--- src/rtl/snes_pad_responder_if.sv ---
// Bus between the SNES pad responder and whatever drives it: host-side serial lines,
// button inputs and frame status. SNES_PAD_TURBO_EN adds the turbo_mask signal.
`timescale 1ns/1ps
interface snes_pad_responder_if;
    logic        data_latch;
    logic        data_clock;
    logic [15:0] buttons_n;
`ifdef SNES_PAD_TURBO_EN
    logic [15:0] turbo_mask;
`endif
    logic        serial_data;
    logic        frame_strobe;
    logic [7:0]  frame_cnt;
    logic        active;

`ifdef SNES_PAD_TURBO_EN
    modport slave (
        input  data_latch, data_clock, buttons_n, turbo_mask,
        output serial_data, frame_strobe, frame_cnt, active
    );
    modport master (
        output data_latch, data_clock, buttons_n, turbo_mask,
        input  serial_data, frame_strobe, frame_cnt, active
    );
`else
    modport slave (
        input  data_latch, data_clock, buttons_n,
        output serial_data, frame_strobe, frame_cnt, active
    );
    modport master (
        output data_latch, data_clock, buttons_n,
        input  serial_data, frame_strobe, frame_cnt, active
    );
`endif
endinterface

--- src/rtl/snes_pad_responder.sv ---
// Device-side SNES controller emulator: answers host latch/clock with 16 active-low bits.
// Optional turbo masking is enabled by defining SNES_PAD_TURBO_EN.
`timescale 1ns/1ps
module snes_pad_responder #(
    parameter int   SYNC_STAGES    = 2,
    parameter int   TIMEOUT_CYCLES = 200000,
    parameter logic FILL_BIT       = 1'b0
) (
    input  logic                   clock,
    input  logic                   reset,
    snes_pad_responder_if.slave    bus
);

    localparam int TW = $clog2(TIMEOUT_CYCLES) + 1;
    localparam logic [TW-1:0] TMO_LAST = TW'(TIMEOUT_CYCLES - 1);

    typedef enum logic [1:0] {
        S_IDLE,
        S_LATCHED,
        S_SHIFT,
        S_DONE
    } state_t;

    state_t                 state_q;
    logic [SYNC_STAGES-1:0] latch_sync_q;
    logic [SYNC_STAGES-1:0] clk_sync_q;
    logic                   latch_hist_q;
    logic                   clk_hist_q;
    logic [15:0]            shift_q;
    logic [3:0]             bit_cnt_q;
    logic                   serial_q;
    logic                   strobe_q;
    logic [7:0]             frame_cnt_q;
    logic                   active_q;
    logic [TW-1:0]          tmo_q;

    logic        latch_s;
    logic        clk_s;
    logic        latch_fall;
    logic        clk_rise;
    logic        clk_edge;
    logic [15:0] buttons_d;

    assign latch_s    = latch_sync_q[SYNC_STAGES-1];
    assign clk_s      = clk_sync_q[SYNC_STAGES-1];
    assign latch_fall = latch_hist_q & ~latch_s;
    assign clk_rise   = clk_s & ~clk_hist_q;
    assign clk_edge   = clk_s ^ clk_hist_q;

`ifdef SNES_PAD_TURBO_EN
    // Turbo buttons read released on odd frames; parity is taken before the increment.
    assign buttons_d = bus.buttons_n | (bus.turbo_mask & {16{frame_cnt_q[0]}});
`else
    assign buttons_d = bus.buttons_n;
`endif

    always_ff @(posedge clock or posedge reset) begin
        if (reset) begin
            latch_sync_q <= '0;
            clk_sync_q   <= '1;
            latch_hist_q <= 1'b0;
            clk_hist_q   <= 1'b1;
        end else begin
            latch_sync_q <= {latch_sync_q[SYNC_STAGES-2:0], bus.data_latch};
            clk_sync_q   <= {clk_sync_q[SYNC_STAGES-2:0], bus.data_clock};
            latch_hist_q <= latch_s;
            clk_hist_q   <= clk_s;
        end
    end

    always_ff @(posedge clock or posedge reset) begin
        if (reset) begin
            state_q     <= S_IDLE;
            shift_q     <= 16'hFFFF;
            bit_cnt_q   <= 4'd0;
            serial_q    <= 1'b1;
            strobe_q    <= 1'b0;
            frame_cnt_q <= 8'd0;
            active_q    <= 1'b0;
            tmo_q       <= '0;
        end else begin
            strobe_q <= 1'b0;
            // Latch has priority over everything, including a coincident clock edge.
            if (latch_s) begin
                state_q   <= S_LATCHED;
                active_q  <= 1'b1;
                shift_q   <= buttons_d;
                bit_cnt_q <= 4'd0;
                serial_q  <= buttons_d[0];
                tmo_q     <= '0;
            end else begin
                case (state_q)
                    S_IDLE: begin
                        serial_q <= 1'b1;
                        active_q <= 1'b0;
                        tmo_q    <= '0;
                    end
                    S_LATCHED: begin
                        tmo_q <= '0;
                        if (latch_fall) begin
                            state_q     <= S_SHIFT;
                            active_q    <= 1'b1;
                            strobe_q    <= 1'b1;
                            frame_cnt_q <= frame_cnt_q + 8'd1;
                        end
                    end
                    S_SHIFT: begin
                        if (clk_rise) begin
                            shift_q   <= {FILL_BIT, shift_q[15:1]};
                            bit_cnt_q <= bit_cnt_q + 4'd1;
                            tmo_q     <= '0;
                            if (bit_cnt_q == 4'd15) begin
                                state_q  <= S_DONE;
                                active_q <= 1'b0;
                                serial_q <= FILL_BIT;
                            end else begin
                                serial_q <= shift_q[1];
                            end
                        end else if (clk_edge) begin
                            tmo_q <= '0;
                        end else if (tmo_q == TMO_LAST) begin
                            state_q  <= S_IDLE;
                            active_q <= 1'b0;
                            serial_q <= 1'b1;
                            tmo_q    <= '0;
                        end else begin
                            tmo_q <= tmo_q + 1'b1;
                        end
                    end
                    S_DONE: begin
                        serial_q <= FILL_BIT;
                        active_q <= 1'b0;
                        if (clk_edge) begin
                            tmo_q <= '0;
                        end else if (tmo_q == TMO_LAST) begin
                            state_q  <= S_IDLE;
                            serial_q <= 1'b1;
                            tmo_q    <= '0;
                        end else begin
                            tmo_q <= tmo_q + 1'b1;
                        end
                    end
                    default: begin
                        state_q  <= S_IDLE;
                        active_q <= 1'b0;
                        serial_q <= 1'b1;
                        tmo_q    <= '0;
                    end
                endcase
            end
        end
    end

    assign bus.serial_data  = serial_q;
    assign bus.frame_strobe = strobe_q;
    assign bus.frame_cnt    = frame_cnt_q;
    assign bus.active       = active_q;

endmodule

--- src/flat_wrapper.sv ---
// flat-port wrapper written by rule: the top's interface ports become plain ports
module snes_pad_responder_flat 
#(
    parameter int   SYNC_STAGES    = 2,
    parameter int   TIMEOUT_CYCLES = 200000,
    parameter logic FILL_BIT       = 1'b0
)
  (clock, reset, bus_data_latch, bus_data_clock, bus_buttons_n, bus_serial_data, bus_frame_strobe, bus_frame_cnt, bus_active);
  snes_pad_responder_if bus_i ();
  input  logic clock;
  input  logic reset;
  input wire logic [$bits(bus_i.data_latch)-1:0] bus_data_latch;
  input wire logic [$bits(bus_i.data_clock)-1:0] bus_data_clock;
  input wire logic [$bits(bus_i.buttons_n)-1:0] bus_buttons_n;
  output wire logic [$bits(bus_i.serial_data)-1:0] bus_serial_data;
  output wire logic [$bits(bus_i.frame_strobe)-1:0] bus_frame_strobe;
  output wire logic [$bits(bus_i.frame_cnt)-1:0] bus_frame_cnt;
  output wire logic [$bits(bus_i.active)-1:0] bus_active;
  assign bus_i.data_latch = bus_data_latch;
  assign bus_i.data_clock = bus_data_clock;
  assign bus_i.buttons_n = bus_buttons_n;
  assign bus_serial_data = bus_i.serial_data;
  assign bus_frame_strobe = bus_i.frame_strobe;
  assign bus_frame_cnt = bus_i.frame_cnt;
  assign bus_active = bus_i.active;
  snes_pad_responder #(.SYNC_STAGES(SYNC_STAGES), .TIMEOUT_CYCLES(TIMEOUT_CYCLES), .FILL_BIT(FILL_BIT)) u_core (.clock(clock), .reset(reset), .bus(bus_i));
endmodule
--- config.mk ---
export PLATFORM = sky130hd
export DESIGN_NAME = snes_pad_responder_flat
export DESIGN_NICKNAME = d
export VERILOG_FILES = /design/src/rtl/snes_pad_responder_if.sv /design/src/rtl/snes_pad_responder.sv /design/src/flat_wrapper.sv
export SDC_FILE = /design/constraint.sdc
export NUM_CORES = 1
export LEC_CHECK = 0
export CAP_MARGIN = 20
export CORE_UTILIZATION = 25
export CTS_CLUSTER_SIZE = 16
export DETAILED_ROUTE_END_ITERATION = 6
export DONT_BUFFER_PORTS = 1
export GPL_ROUTABILITY_DRIVEN = 0
export PLACE_DENSITY = 0.38
export SKIP_LAST_GASP = 1
export SYNTH_ARGS = -nofsm -noshare
export SYNTH_HDL_FRONTEND = slang
export SYNTH_SLANG_ARGS = --single-unit
export TNS_END_PERCENT = 50
--- constraint.sdc ---
create_clock -name clock -period 2.2 [get_ports clock]
set_input_delay 0.44 -clock clock [delete_from_list [all_inputs] [get_ports clock]]
set_output_delay 0.44 -clock clock [all_outputs]
set_load 0.05 [all_outputs]
==> run_results.csv <==
group,metric,value,unit
global_route,antenna_found_initial,0,
synth,yosysSeqAreaShare,52.7,%
global_route,track_usage,11.1,%
power_and_ir_drop,p_leak,1.29,nW
clocking,clock_sinks,57,
synth,synthArstFlopShare,100,%
cells_and_area,nNetsFinal,305,
synth,synth.area.top_cells,"dfrtp_1, dfstp_2, mux2i_1",
synth,synth.largest_area_cell,"dfrtp_1",
power_and_ir_drop,total_power,2.89,mW
clocking,cts.path.max_buffers,2,
setup_path,max_stage_delay,0.59,ns
timing,tns,0,ns
min_path,hold_path.class,"primary input to flip-flop",
timing,clock_skew,0.00666,ns
drt,drc_errors,0,
floorplan,core_area,10500,um^2
drt,wire_per_inst,13.5,um
synth,synthTopCellsByCount,"dfrtp_1, nand2_1, nor2_1, o21ai_0, dfstp_2",
timing,min_period,1.93,ns
timing,rsz0062_at_grt,"no",
drt,first_iter_violations,33,
clocking,path_clk_slew,0.06,ns
cells_and_area,post-route-util,30.0,%
setup_path,path_class,"flip-flop to flip-flop",
clocking,clkLatencyLatePin,0.34,ns
cells_and_area,fillers,1080,
cells_and_area,seqCellArea,1450,um^2
floorplan,die_y,107,um
synth,ys_ff_latch,57,
synth,synth-edff-count,0,
place,port_buffers,0,
setup_path,reg2regPathDepth,5,
synth,yosysWarningCount,0,
cells_and_area,syn_to_final_growth,14.4,%
timing,timing.hold.ws,0.101,ns
setup_path,critPathMaxFanout,6,
floorplan,dieWidth,107,um
min_path,min_from,"bus_data_clock",
timing,tightestPinTransition,0.561,ns
setup_path,reg2reg_slack,0.27,ns
floorplan,fp.dieArea,11400,um^2
power_and_ir_drop,cellPowerDensity,918,nW/um^2
clocking,root_buffer,"clkbuf_8",
clocking,post_cts_buffers,0,
global_route,grt_max_degree,43,
power_and_ir_drop,vdd_drop_max,0.427,mV
cells_and_area,drive_gt1_share,17.8,%
timing,finalMaxSlewViolations,0,
run_status,outcome,"finished clean",
synth,synth.most_common_cell,"dfrtp_1",
cells_and_area,multi_input_area,1230,um^2
drt,drt-total-wl,5620,um
floorplan,ioPinCount,31,
place,dp_hpwl,3900,um
drt,vias,1891,
setup_path,cp-start-kind,"flip-flop",
synth,synth_top_area_share,34.6,%
setup_path,critPathRequiredTime,2.46,ns
setup_path,worst_path_max_delay_cell,"or4_4",
floorplan,start_util,26.2,%
clocking,cts_resized,0,
drt,ant_nets,0,
setup_path,arrival,2.19,ns
timing,relSlewSlack,62.6,%
timing,fin_crit_sh,87.9,%
timing,fmax,517,MHz
floorplan,rows,37,
synth,yosys_most_used_dff,"dfrtp_1",
synth,synthesis.area,2750,um^2
drt,firstDrtPassIters,4,
timing,setup_ws,0.266,ns
setup_path,r2r-end,"u_core.tmo_q[18]",
job,maxCapViolCount,0,
setup_path,worstPathCellList,"ha_1 > nand4_1 > or4_4 > or3_1 > a21oi_1",
min_path,hold_depth,0,
timing,final-setup-viol-count,0,
global_route,grt_pass1_wl,9720,um
global_route,grt-ovfl-total,0,
place,post-place-ws,0.281,ns
setup_path,rr_startpoint,"u_core.tmo_q[0]",
synth,syn_nets,294,
drt,via_per_inst,4.53,
clocking,cts_buffers,9,
min_path,holdPathEnd,"u_core.clk_sync_q[0]",
synth,avgSynthCellArea,10.4,um^2
cells_and_area,num_antenna_cells,0,
synth,synthCells,265,
timing,hold_viol,0,
synth,ys_types,44,
setup_path,crit_path_end_kind,"flip-flop",
clocking,hold_buffers,1,
global_route,grt_pass1_vias,1813,
clocking,htree_levels,3,
clocking,cts_tree,"built",
==> kinds of logic (layout without fill, tap and decap cells) <==
| group | count (synthesis) | after routing | share of synthesized area (%) |
|---|---|---|---|
| flip-flops | 57 | 57 | 52.7 |
| multiplexers | 16 | 16 | 5.87 |
| AO/OA/AOI/OAI | 45 | 45 | 9.82 |
| adder cells (fa/ha/maj) | 9 | 9 | 4.09 |
| buffers and inverters | 19 | 35 | 2.64 |
| XOR/XNOR | 21 | 21 | 6.68 |
| AND/OR/NAND/NOR | 98 | 98 | 18.2 |
==> report_power, final <==
group / switching [mW] / internal, mW / total, mW
Clock: 0.409 / 0.470 / 0.878
Combinational: 0.326 / 0.220 / 0.546
Sequential: 0.268 / 1.20 / 1.47
==> worst max-delay path: cells and delay by family, from the launching register on <==
kind	cells	cell delay, ns
AOI/OAI and AO/OA	1	0.15
adders and majority gates	1	0.24
DFF	1	0.40
and+or+nand+nor	3	1.07
==> registers in the layout, summed over array words and instances, names as in the netlist, 2 cells and up <==
register              cells
u_core.bit_cnt_q          4
u_core.bus.frame_cnt      8
u_core.clk_sync_q         2
u_core.latch_sync_q       2
u_core.shift_q           15
u_core.state_q            2
u_core.tmo_q             19
==> layer usage <==
layer | wire [um] | up-vias | part of all wire [%] | GRT usage [%]
met1 | 2830 | 907 | 50 | 15.2
met5 | 0 | - | 0 | 0
met4 | 97 | 0 | 1.7 | 4.40
met3 | 208 | 8 | 3.7 | 4.13
li1 | - | 950 | - | -
met2 | 2480 | 26 | 44 | 15.7
==> stage by stage <==
stage / instance area, um^2 / instances
after global placement: 2960 / 400
after detailed placement: 2960 / 400
after CTS: 3150 / 417
final: 3150 / 417
after floorplan: 2750 / 265
after global routing: 3150 / 417
==> how the worst max path moves through the flow <==
stage	slack, ns	end	startpoint
floorplan	0.33	u_core.state_q[1]	u_core.clk_hist_q
global placement	0.33	u_core.tmo_q[14]	u_core.tmo_q[0]
detailed placement	0.28	u_core.tmo_q[18]	u_core.tmo_q[0]
CTS	0.26	u_core.tmo_q[18]	u_core.tmo_q[0]
global route	0.12	u_core.tmo_q[16]	u_core.tmo_q[0]
finish	0.27	u_core.tmo_q[18]	u_core.tmo_q[0]
==> cells in the final DEF, fill, tap and decap left out, types with 3 or more instances in the layout <==
master    count
dfrtp_1      38
nor3_1        4
inv_1         8
a21oi_1      10
nor4_1        3
clkbuf_8     11
nor2_1       22
clkbuf_1      3
xor2_1        8
xnor2_1      13
o21ai_0      22
or3_1         4
o31ai_1       4
buf_4         8
nand3_1       9
mux2i_1      15
nand2_1      30
dfstp_2      19
nand4_1       6
ha_1          9
==> final cells by class <==
class / count / share of cell area (%)
tap: 136 / 5.41
clock inverter: 2 / 0.397
inverter: 9 / 1.07
timing repair buffer: 10 / 2.86
clock buffer: 14 / 5.17
sequential: 57 / 46.1
multi-input combinational: 189 / 39.0
Power figures use the tool's default switching activity.
